[src/rtl/rank_insert_arb_pkg.sv]
// Shared constants, rank op codes and config reset defaults for the rank pipe insert path.
package rank_pipe_pkg;
  localparam int NUM_PORTS         = 4;
  localparam int L2_NUM_PORTS      = 2;
  localparam int META_WIDTH        = 16;
  localparam int FLOW_ID_WIDTH     = 16;
  localparam int FLOW_WEIGHT_WIDTH = 8;
  localparam int RANK_CODE_BITS    = 2;
  localparam int NUM_RANK_OPS      = 3;
  localparam int CNT_WIDTH         = 32;

  typedef enum logic [RANK_CODE_BITS-1:0] {
    STRICT_OP = 2'd0,
    RR_OP     = 2'd1,
    WRR_OP    = 2'd2
  } rank_op_e;

  localparam logic [RANK_CODE_BITS-1:0]    CFG_RANK_OP_RST = STRICT_OP;
  localparam logic [FLOW_WEIGHT_WIDTH-1:0] CFG_WEIGHT_RST  = 8'd1;

  // Unknown op codes fall back to strict priority rather than reaching the pipe.
  function automatic logic [RANK_CODE_BITS-1:0] legal_rank_op(input logic [RANK_CODE_BITS-1:0] op);
    return (int'(op) < NUM_RANK_OPS) ? op : CFG_RANK_OP_RST;
  endfunction
endpackage

[src/rtl/rank_insert_arb_if.sv]
// Request-side and rank-pipe-side signals of the insert arbiter.
// Requests: a request transfers on a clock edge where req_valid[p] and req_ready[p] are both
// high; the requester holds valid and data stable until then. Pipe: no ready, pipe_insert is
// raised only while pipe_busy is low.
interface rank_insert_arb_if #(
  parameter int NUM_PORTS         = rank_pipe_pkg::NUM_PORTS,
  parameter int META_WIDTH        = rank_pipe_pkg::META_WIDTH,
  parameter int FLOW_ID_WIDTH     = rank_pipe_pkg::FLOW_ID_WIDTH,
  parameter int FLOW_WEIGHT_WIDTH = rank_pipe_pkg::FLOW_WEIGHT_WIDTH,
  parameter int RANK_CODE_BITS    = rank_pipe_pkg::RANK_CODE_BITS
);
  logic [NUM_PORTS-1:0]               req_valid;
  logic [NUM_PORTS-1:0]               req_ready;
  logic [NUM_PORTS*META_WIDTH-1:0]    req_meta;
  logic [NUM_PORTS*FLOW_ID_WIDTH-1:0] req_flowID;
  logic                               pipe_busy;
  logic                               pipe_insert;
  logic [META_WIDTH-1:0]              pipe_meta;
  logic [FLOW_ID_WIDTH-1:0]           pipe_flowID;
  logic [RANK_CODE_BITS-1:0]          pipe_rank_op;
  logic [FLOW_WEIGHT_WIDTH-1:0]       pipe_flow_weight;

  modport master (
    input  req_valid, req_meta, req_flowID, pipe_busy,
    output req_ready, pipe_insert, pipe_meta, pipe_flowID, pipe_rank_op, pipe_flow_weight
  );

  modport slave (
    output req_valid, req_meta, req_flowID, pipe_busy,
    input  req_ready, pipe_insert, pipe_meta, pipe_flowID, pipe_rank_op, pipe_flow_weight
  );
endinterface

[src/rtl/rank_rr_arbiter.sv]
// Combinational round-robin picker: first set request at or after rr_ptr_i, modulo NUM_PORTS.
module rank_rr_arbiter #(
  parameter int NUM_PORTS    = 4,
  parameter int L2_NUM_PORTS = 2
) (
  input  logic [NUM_PORTS-1:0]    req_i,
  input  logic [L2_NUM_PORTS-1:0] rr_ptr_i,
  input  logic                    enable_i,
  output logic [NUM_PORTS-1:0]    grant_o,
  output logic [L2_NUM_PORTS-1:0] grant_idx_o
);
  logic [L2_NUM_PORTS-1:0] cand;
  logic                    found;

  always_comb begin
    grant_o     = '0;
    grant_idx_o = '0;
    found       = 1'b0;
    cand        = '0;
    for (int i = 0; i < NUM_PORTS; i++) begin
      // Power-of-two port count lets the index wrap for free.
      cand = rr_ptr_i + L2_NUM_PORTS'(i);
      if (enable_i && !found && req_i[cand]) begin
        found         = 1'b1;
        grant_o[cand] = 1'b1;
        grant_idx_o   = cand;
      end
    end
  end
endmodule

[src/rtl/rank_insert_arb.sv]
// Round-robin sharing of the rank pipe insert port between NUM_PORTS requesters, tagging each
// grant with the port's configured rank op and weight and counting grants per port.
module rank_insert_arb #(
  parameter int NUM_PORTS         = rank_pipe_pkg::NUM_PORTS,
  parameter int L2_NUM_PORTS      = rank_pipe_pkg::L2_NUM_PORTS,
  parameter int META_WIDTH        = rank_pipe_pkg::META_WIDTH,
  parameter int FLOW_ID_WIDTH     = rank_pipe_pkg::FLOW_ID_WIDTH,
  parameter int FLOW_WEIGHT_WIDTH = rank_pipe_pkg::FLOW_WEIGHT_WIDTH,
  parameter int RANK_CODE_BITS    = rank_pipe_pkg::RANK_CODE_BITS,
  parameter int NUM_RANK_OPS      = rank_pipe_pkg::NUM_RANK_OPS,
  parameter int CNT_WIDTH         = rank_pipe_pkg::CNT_WIDTH
) (
  input  logic                         clk,
  input  logic                         rst,
  rank_insert_arb_if.master            bus,
  input  logic                         cfg_wr_en,
  input  logic [L2_NUM_PORTS-1:0]      cfg_wr_port,
  input  logic [RANK_CODE_BITS-1:0]    cfg_rank_op,
  input  logic [FLOW_WEIGHT_WIDTH-1:0] cfg_weight,
  input  logic                         cfg_clr_cnt,
  input  logic [L2_NUM_PORTS-1:0]      cfg_rd_port,
  output logic [CNT_WIDTH-1:0]         cfg_rd_cnt
);
  import rank_pipe_pkg::*;

  logic [NUM_PORTS-1:0]         hold_valid_q, hold_valid_d;
  logic [META_WIDTH-1:0]        hold_meta_q [NUM_PORTS];
  logic [FLOW_ID_WIDTH-1:0]     hold_flow_q [NUM_PORTS];
  logic [RANK_CODE_BITS-1:0]    cfg_op_q    [NUM_PORTS];
  logic [FLOW_WEIGHT_WIDTH-1:0] cfg_wt_q    [NUM_PORTS];
  logic [CNT_WIDTH-1:0]         cnt_q       [NUM_PORTS];
  logic [CNT_WIDTH-1:0]         cnt_d       [NUM_PORTS];
  logic [L2_NUM_PORTS-1:0]      rr_ptr_q, rr_ptr_d;
  logic [NUM_PORTS-1:0]         grant, ready, accept;
  logic [L2_NUM_PORTS-1:0]      grant_idx;
  logic                         any_grant;

  rank_rr_arbiter #(
    .NUM_PORTS   (NUM_PORTS),
    .L2_NUM_PORTS(L2_NUM_PORTS)
  ) u_arb (
    .req_i      (hold_valid_q),
    .rr_ptr_i   (rr_ptr_q),
    .enable_i   (~rst & ~bus.pipe_busy),
    .grant_o    (grant),
    .grant_idx_o(grant_idx)
  );

  assign any_grant     = |grant;
  // A port being granted this cycle can take a new request on the same edge.
  assign ready         = {NUM_PORTS{~rst}} & (~hold_valid_q | grant);
  assign accept        = bus.req_valid & ready;
  assign bus.req_ready = ready;

  always_comb begin
    hold_valid_d = (hold_valid_q & ~grant) | accept;
    rr_ptr_d     = any_grant ? grant_idx + L2_NUM_PORTS'(1) : rr_ptr_q;
    for (int p = 0; p < NUM_PORTS; p++) begin
      cnt_d[p] = cnt_q[p];
      if (cfg_clr_cnt) begin
        cnt_d[p] = '0;
      end else if (grant[p] && !(&cnt_q[p])) begin
        cnt_d[p] = cnt_q[p] + CNT_WIDTH'(1);
      end
    end
  end

  always_ff @(posedge clk) begin
    if (rst) begin
      hold_valid_q <= '0;
      rr_ptr_q     <= '0;
      for (int p = 0; p < NUM_PORTS; p++) begin
        cfg_op_q[p] <= RANK_CODE_BITS'(CFG_RANK_OP_RST);
        cfg_wt_q[p] <= FLOW_WEIGHT_WIDTH'(CFG_WEIGHT_RST);
        cnt_q[p]    <= '0;
      end
    end else begin
      hold_valid_q <= hold_valid_d;
      rr_ptr_q     <= rr_ptr_d;
      for (int p = 0; p < NUM_PORTS; p++) begin
        cnt_q[p] <= cnt_d[p];
      end
      // Grants this cycle already read the old entry through the output mux.
      if (cfg_wr_en) begin
        cfg_op_q[cfg_wr_port] <= RANK_CODE_BITS'(legal_rank_op(cfg_rank_op));
        cfg_wt_q[cfg_wr_port] <= cfg_weight;
      end
    end
  end

  // Payload needs no reset: it is only visible behind a valid grant.
  always_ff @(posedge clk) begin
    for (int p = 0; p < NUM_PORTS; p++) begin
      if (accept[p]) begin
        hold_meta_q[p] <= bus.req_meta[p*META_WIDTH +: META_WIDTH];
        hold_flow_q[p] <= bus.req_flowID[p*FLOW_ID_WIDTH +: FLOW_ID_WIDTH];
      end
    end
  end

  assign bus.pipe_insert      = any_grant;
  assign bus.pipe_meta        = any_grant ? hold_meta_q[grant_idx] : '0;
  assign bus.pipe_flowID      = any_grant ? hold_flow_q[grant_idx] : '0;
  assign bus.pipe_rank_op     = any_grant ? cfg_op_q[grant_idx]    : '0;
  assign bus.pipe_flow_weight = any_grant ? cfg_wt_q[grant_idx]    : '0;
  assign cfg_rd_cnt           = rst ? '0 : cnt_q[cfg_rd_port];
endmodule

[src/flat_wrapper.sv]
// flat-port wrapper written by rule: the top's interface ports become plain ports
module rank_insert_arb_flat import rank_pipe_pkg::*;
#(
  parameter int NUM_PORTS         = rank_pipe_pkg::NUM_PORTS,
  parameter int L2_NUM_PORTS      = rank_pipe_pkg::L2_NUM_PORTS,
  parameter int META_WIDTH        = rank_pipe_pkg::META_WIDTH,
  parameter int FLOW_ID_WIDTH     = rank_pipe_pkg::FLOW_ID_WIDTH,
  parameter int FLOW_WEIGHT_WIDTH = rank_pipe_pkg::FLOW_WEIGHT_WIDTH,
  parameter int RANK_CODE_BITS    = rank_pipe_pkg::RANK_CODE_BITS,
  parameter int NUM_RANK_OPS      = rank_pipe_pkg::NUM_RANK_OPS,
  parameter int CNT_WIDTH         = rank_pipe_pkg::CNT_WIDTH
)
  (clk, rst, cfg_wr_en, cfg_wr_port, cfg_rank_op, cfg_weight, cfg_clr_cnt, cfg_rd_port, cfg_rd_cnt, bus_req_valid, bus_req_meta, bus_req_flowID, bus_pipe_busy, bus_req_ready, bus_pipe_insert, bus_pipe_meta, bus_pipe_flowID, bus_pipe_rank_op, bus_pipe_flow_weight);
  rank_insert_arb_if #(.NUM_PORTS(NUM_PORTS), .META_WIDTH(META_WIDTH), .FLOW_ID_WIDTH(FLOW_ID_WIDTH), .FLOW_WEIGHT_WIDTH(FLOW_WEIGHT_WIDTH), .RANK_CODE_BITS(RANK_CODE_BITS)) bus_i ();
  input  logic clk;
  input  logic rst;
  input  logic cfg_wr_en;
  input  logic [L2_NUM_PORTS-1:0] cfg_wr_port;
  input  logic [RANK_CODE_BITS-1:0] cfg_rank_op;
  input  logic [FLOW_WEIGHT_WIDTH-1:0] cfg_weight;
  input  logic cfg_clr_cnt;
  input  logic [L2_NUM_PORTS-1:0] cfg_rd_port;
  output logic [CNT_WIDTH-1:0] cfg_rd_cnt;
  input wire logic [$bits(bus_i.req_valid)-1:0] bus_req_valid;
  input wire logic [$bits(bus_i.req_meta)-1:0] bus_req_meta;
  input wire logic [$bits(bus_i.req_flowID)-1:0] bus_req_flowID;
  input wire logic [$bits(bus_i.pipe_busy)-1:0] bus_pipe_busy;
  output wire logic [$bits(bus_i.req_ready)-1:0] bus_req_ready;
  output wire logic [$bits(bus_i.pipe_insert)-1:0] bus_pipe_insert;
  output wire logic [$bits(bus_i.pipe_meta)-1:0] bus_pipe_meta;
  output wire logic [$bits(bus_i.pipe_flowID)-1:0] bus_pipe_flowID;
  output wire logic [$bits(bus_i.pipe_rank_op)-1:0] bus_pipe_rank_op;
  output wire logic [$bits(bus_i.pipe_flow_weight)-1:0] bus_pipe_flow_weight;
  assign bus_i.req_valid = bus_req_valid;
  assign bus_i.req_meta = bus_req_meta;
  assign bus_i.req_flowID = bus_req_flowID;
  assign bus_i.pipe_busy = bus_pipe_busy;
  assign bus_req_ready = bus_i.req_ready;
  assign bus_pipe_insert = bus_i.pipe_insert;
  assign bus_pipe_meta = bus_i.pipe_meta;
  assign bus_pipe_flowID = bus_i.pipe_flowID;
  assign bus_pipe_rank_op = bus_i.pipe_rank_op;
  assign bus_pipe_flow_weight = bus_i.pipe_flow_weight;
  rank_insert_arb #(.NUM_PORTS(NUM_PORTS), .L2_NUM_PORTS(L2_NUM_PORTS), .META_WIDTH(META_WIDTH), .FLOW_ID_WIDTH(FLOW_ID_WIDTH), .FLOW_WEIGHT_WIDTH(FLOW_WEIGHT_WIDTH), .RANK_CODE_BITS(RANK_CODE_BITS), .NUM_RANK_OPS(NUM_RANK_OPS), .CNT_WIDTH(CNT_WIDTH)) u_core (.clk(clk), .rst(rst), .bus(bus_i), .cfg_wr_en(cfg_wr_en), .cfg_wr_port(cfg_wr_port), .cfg_rank_op(cfg_rank_op), .cfg_weight(cfg_weight), .cfg_clr_cnt(cfg_clr_cnt), .cfg_rd_port(cfg_rd_port), .cfg_rd_cnt(cfg_rd_cnt));
endmodule
[config.mk]
export PLATFORM = sky130hd
export DESIGN_NAME = rank_insert_arb_flat
export DESIGN_NICKNAME = d
export VERILOG_FILES = /design/src/rtl/rank_insert_arb_pkg.sv /design/src/rtl/rank_insert_arb_if.sv /design/src/rtl/rank_rr_arbiter.sv /design/src/rtl/rank_insert_arb.sv /design/src/flat_wrapper.sv
export SDC_FILE = /design/constraint.sdc
export NUM_CORES = 1
export LEC_CHECK = 0
export ABC_AREA = 0
export CORE_MARGIN = 4
export CORE_UTILIZATION = 45
export DETAILED_ROUTE_END_ITERATION = 7
export HOLD_SLACK_MARGIN = 0.15
export PLACE_DENSITY = 0.74
export SYNTH_ARGS = -nofsm -noshare
export SYNTH_HDL_FRONTEND = slang
export SYNTH_SLANG_ARGS = --single-unit
export TNS_END_PERCENT = 20
[constraint.sdc]
create_clock -name clk -period 3.3 [get_ports clk]
set_input_delay 0.66 -clock clk [delete_from_list [all_inputs] [get_ports clk]]
set_output_delay 0.66 -clock clk [all_outputs]
set_load 0.005 [all_outputs]
### Word-level counts from Yosys, hierarchy flattened

Memory sizes are Yosys's and may differ from the RTL's.
Cells that the tools add are included.
Widths: inputs -> output; s select.

| word-level totals | value |
|---|---|
| register bits after elaboration | 6 |
| memory bits (writable) | 296 |
| input port bits | 151 |
| output and inout port bits | 79 |
| word-level logic and storage cells | 135 |
| memories | 5 |

| operators by class | value |
|---|---|
| add/sub/neg operators | 8 |
| magnitude comparators | 9 |
| muxes and demuxes | 65 |
| bitwise logic cells | 17 |
| reductions and logical operators | 29 |

Memories:

| name | depth | width | rd ports | clocked after memory_dff | wr ports | line | source |
|---|---|---|---|---|---|---|---|
| u_core.cnt_q | 4 | 32 | 5 | 0 | 4 | rank_insert_arb.sv:31 | `logic [CNT_WIDTH-1:0] cnt_q [NUM_PORTS];` |
| u_core.hold_flow_q | 4 | 16 | 1 | 0 | 4 | rank_insert_arb.sv:28 | `logic [FLOW_ID_WIDTH-1:0] hold_flow_q [NUM_PORTS];` |
| u_core.hold_meta_q | 4 | 16 | 1 | 0 | 4 | rank_insert_arb.sv:27 | `logic [META_WIDTH-1:0] hold_meta_q [NUM_PORTS];` |
| u_core.cfg_wt_q | 4 | 8 | 1 | 0 | 4 | rank_insert_arb.sv:30 | `logic [FLOW_WEIGHT_WIDTH-1:0] cfg_wt_q [NUM_PORTS];` |
| u_core.cfg_op_q | 4 | 2 | 1 | 0 | 4 | rank_insert_arb.sv:29 | `logic [RANK_CODE_BITS-1:0] cfg_op_q [NUM_PORTS];` |

Operators with widths:

| kind | count |
|---|---|
| $mux 32 | 13 |
| $add 32x1->32 const B | 4 |
| $reduce_and 32->1 | 4 |
| $mux 16 | 2 |
| $mux 1 | 27 |
| $or 4x4->4 | 5 |
| $mux 2 | 9 |
| $mux 4 | 4 |
| $mux 8 | 2 |
| $logic_and 1x1->1 | 15 |
| $and 4x4->4 | 3 |
| $lt 2x3->1 const B | 4 |
| $bmux 1 s2 | 4 |
| $demux 1 s2 | 4 |
| $ge 2x1->1 const B | 4 |
| $not 4->4 | 2 |
| $reduce_or 8->1 | 1 |
| $logic_not 1->1 | 7 |
| $add 2x1->2 const B | 2 |
| $add 2x2->2 const B | 2 |
| $or 1x1->1 | 4 |
| $reduce_or 4->1 | 1 |
| $lt 2x2->1 const B | 1 |
| $not 1->1 | 2 |
| 2 further kinds | 2 |

### Depth between registers and ports, before layout

| depth | value |
|---|---|
| depth in word-level cells | 21 |
| mapped depth | 13 |
| depth with buffers taken out | 10 |

### Cells and area by module

From an unflattened synthesis, not the netlist that was laid out.

| second synthesis, totals | value |
|---|---|
| cell total of the unflattened synthesis | 1,285 |
| area, all modules | 14,915.6 um^2 |

By module, submodules not included:

| module | times used | cells an instance | area an instance (um^2) | seq. area each (um^2) |
|---|---|---|---|---|
| rank_insert_arb | 1 | 1,212 | 14,345.0 | 7,727.4 |
| rank_rr_arbiter | 1 | 73 | 570.5 | 0.0 |

### Worst setup path after synthesis

Ideal clock, no wire load.

| timing path | value |
|---|---|
| kind | register to register |
| start point | register u_core.rr_ptr_q[0] |
| end point | memory u_core.hold_flow_q[2][0] (enable) |
| library setup time | 392 ps |
| arrival | 3,313 ps |
| data required time | 2,908 ps |
| slack | -405 ps |
| cell stages (with the launch flop) | 11 |
| buffers on the path | 3 |
| period minus slack after synthesis | 3,705 ps |
| path through | dfxtp_1 > inv_1 > ha_1 > buf_6 > mux4_2 > nand2b_4 > o22a_1 > buf_6 > buf_2 > a21oi_1 > and2_1 |

RTL lines:

| item | line | source |
|---|---|---|
| start, declared | rank_insert_arb.sv:33 | `logic [L2_NUM_PORTS-1:0] rr_ptr_q, rr_ptr_d;` |
| start signal, assigned | rank_insert_arb.sv:79 | `rr_ptr_q <= rr_ptr_d;` |
| end, declared | rank_insert_arb.sv:28 |  |

### Worst setup path after layout

| timing path | value |
|---|---|
| start point | register u_core.rr_ptr_q[0] |
| end point | output bus_pipe_flowID[6] |

| between the ends | value |
|---|---|
| longest elaborated chain between the ends | 18 |
| elaborated cells between the ends (all ways) | 58 |
| those cells by class | add/sub: 3; order compare: 8; mux: 28; bitwise: 3; reduce/logical: 15; memory: 1 |

Ends and longest elaborated chain:

| item | line | source |
|---|---|---|
| parallel branches: the longest is 17 deep, another holds $lt 2x3->1 | -- |  |
| $mux 16 * | rank_insert_arb.sv:103 | `assign bus.pipe_flowID = any_grant ? hold_flow_q[grant_idx] : '0;` |
| end, declared | flat_wrapper.sv:31 | `output wire logic [$bits(bus_i.pipe_flowID)-1:0] bus_pipe_flowID;` |

Every way passes the cells marked *. The select of a mux whose other input is x is not followed.

==> summary.md <==
| Metric | Value |
|---|---|
| Vias | `approximately 12000` |
| Hold slack | `~0.51 ns` |
| Share of cells above drive strength 1 | `26.2%` |
| DRT iter0 DRCs | `970` |
| Syn Nets | `around 1500` |
| Core area | `0.0334 mm2` |
| Root Driver | `clkbuf_16` |
| Register area share after synthesis | `50.8%` |
| Synth top area share | `33.2%` |
| Finished Layout Cells | `2109` |
| Max Freq | `256 MHz` |
| Max-cap violation count | `0` |
| Critical path class | `reg -> out` |
| Cells taking the most area after synthesis | `edfxtp_1, dfxtp_1, mux4_2` |
| Number of fill cells | `around 2600` |
| Cell taking the most area after synthesis | `edfxtp_1` |
| Startpoint types | `flop` |
| Most used flip-flop cell after synthesis | `edfxtp_1` |
| Cts hold-fix bufs | `0` |
| Required arrival time at the worst endpoint | `2.64 ns` |
| Dpl ws | `-0.597 ns` |
| Die height | `192 um` |
| Dpl cells | `2018` |
| Worst Max-Slew Pin Slew | `0.742 ns` |
| Largest net degree at the start of global routing | `59` |
| CTS tree | `built` |
| RSZ-0062 raised after global routing | `yes` |
| Area grow syn2layout | `34.6%` |
| Num rows | `67` |
| Crit-path max FO | `6` |
| Placed Area | `0.0186 mm2` |
| Clock skew | `0.0268 ns` |
| Skew-Pair Late Insertion Delay | `0.52 ns` |
| Final worst-path cycle share | `119%` |
| Die span in x | `192 um` |
| Clock sinks | `302` |
| DRT Pass-1 Iters | `7` |
| Final Worst Setup Slack | `-0.614 ns` |
| Yosys cell types | `65` |
| Synth Cell Area | `0.0152 mm2` |
| # H-tree levels | `2` |
| Reg area | `0.00773 mm2` |
| Number of global-route vias before repair | `around 12000` |
| Io pins | `230` |
| Critical path arrival | `between 3 and 4 ns` |
| Max-slew violations | `0` |
| Synth Register Bits | `302` |
| Async SR Flop Fraction | `0%` |
| Worst slew margin | `approximately half` |
| DRC viols | `0` |
| Design Area, Final | `0.0205 mm2` |
| Clock buffer depth | `3` |
| Total GRT Usage | `23.7%` |
| Endpoints failing setup | `47` |
| Gpl congestion | `0.875` |
| Pleak | `6.79 nW` |
| Wire length of the first global-routing pass | `about 68 mm` |
| Commonest cells in the netlist | `edfxtp_1, nor2_1, dfxtp_1` |
| Die area | `0.0368 mm2` |
| Hold crit path type | `reg -> reg` |
| Starting Density | `45.4%` |
| Tmin final | `3.91 ns` |
| Pwr per Cell Area | `about 570 mW/mm2` |
| Final ANT Viol Nets | `0` |
| Wire length per cell | `21.3 um` |
| Worst vdd ir | `0.349 mV` |
| Status | `finished with violations` |
| Final HPWL DP | `30.5 mm` |
| TritonCTS buffer count | `36` |
| Failing checks | `negative setup slack` |
| NumNets Final | `1792` |
| Worst-path clk slew | `0.06 ns` |
| Routed wire length | `44.8 mm` |
| Worst setup EP type | `primary output` |
| Endpoints failing hold | `0` |
| YS warnings | `0` |
| Initial antenna violation count | `16` |
| Via density | `between 5 and 6` |
| Syn avg cell area | `around 11 um2` |
| Count leader, synth | `edfxtp_1` |
| Global route total overflow | `0` |
| PortBufs | `229` |
| Post-synthesis cell count | `1353` |
| Fin Setup TNS | `-25.02 ns` |
| Area of the multi-input gates | `0.00765 mm2` |
| Number of synthesized flops with an enable pin | `168` |
worst paths after layout:
check	startpoint	to	slack (ns)	cells past startpoint
min reg2reg	u_core.cnt_q[3][1]$_SDFFE_PP0P_	u_core.cnt_q[3][1]$_SDFFE_PP0P_	0.51	2
min	u_core.cnt_q[3][1]$_SDFFE_PP0P_	u_core.cnt_q[3][1]$_SDFFE_PP0P_	0.51	2
max reg2reg	u_core.rr_ptr_q[0]$_SDFFE_PP0P_	u_core.cnt_q[1][21]$_SDFFE_PP0P_	0.11	13
max	u_core.rr_ptr_q[0]$_SDFFE_PP0P_	bus_pipe_flowID[6]	-0.61	12
area by class of cell:
class	count	share of cell area (%)
flip-flops and latches	302	37.8
multi-input cells	942	37.4
inverters	16	0.306
repair buffers	331	15.9
well taps	448	2.74
clock inverters	14	0.801
diodes	6	0.0734
clock buffers	50	5.03
repair_timing:
action,4_1_cts,5_1_grt
resized for setup,273,44
buffers inserted,10,6
setup endpoints to repair,79,47
gates cloned,6,0
pin swaps,36,28
endpoints found under the hold margin,0,0
kinds of logic after synthesis:
logic type,after synthesis,share of synthesized area [%]
and+or+nand+nor,591,22.0
DFF,302,50.8
AOI/OAI and AO/OA,141,7.19
xor gates and xnor gates,113,6.51
buffers and inverters,109,3.94
muxes,85,8.50
adders and majority gates,12,0.988
placed cells by master, fill, tap and decap left out, drive strengths merged, types with 3 or more instances in the layout:
cell type and count:
xor2 50, and2 43, dfxtp 134, and3 38, bufinv 3, a211oi 88, edfxtp 168, nor4 34
nand2b 9, clkinv 6, mux4 35, a31o 5, inv 18, a22oi 5, nor4b 7, nand3 55
or2 6, buf 149, clkinvlp 3, mux2 3, nand3b 4, or3 6, clkdlybuf4s50 179, nor2 144
and4 13, mux2i 47, clkbuf 52, or4 4, nor3b 5, nand4 45, nand2 52, xnor2 63
diode 6, o21ai 4, nor3 39, nor2b 83, a21oi 23, ha 12
critical path, stage by stage (launching register included):
cell and delay [ns]:
dfxtp_4 0.36, inv_4 0.04, ha_4 0.27, mux4_2 0.56, buf_6 0.15, nand2b_4 0.13
buf_6 0.13, o22a_1 0.23, and4_4 0.21, buf_12 0.15, buf_12 0.13, a211oi_4 0.19
buf_2 0.19
state kept, by name (all words and copies together) (netlist names):
signal / flops
u_core.cfg_wt_q: 32
u_core.hold_meta_q: 64
u_core.cnt_q: 128
u_core.hold_flow_q: 64
u_core.hold_valid_q: 4
u_core.cfg_op_q: 8
u_core.rr_ptr_q: 2
per-layer routing:
layer | track usage, % | vias up | wire length, um
li1 | - | 5525 | -
met1 | 29.7 | 5862 | 17600
met2 | 39.9 | 450 | 21600
met3 | 6.82 | 106 | 4230
met4 | 7.49 | 20 | 1290
met5 | 0 | - | 101
power breakdown:
part / leakage, nW / internal [W] / total [W] / switching [W]
registers: 2.66 / 0.00413 / 0.00419 / 0.0000637
logic: 3.56 / 0.00169 / 0.00348 / 0.00179
clock network: 0.574 / 0.00242 / 0.00397 / 0.00155
per-stage QoR:
step | total power, W | utilization (%)
after floorplan | 0.00585 | -
after global placement | 0.00702 | 55.7
after detailed placement | 0.00708 | 55.7
after CTS | 0.0116 | 60.6
after global routing | 0.0121 | 61.2
final | 0.0116 | 61.2
Power figures use the tool's default switching activity.
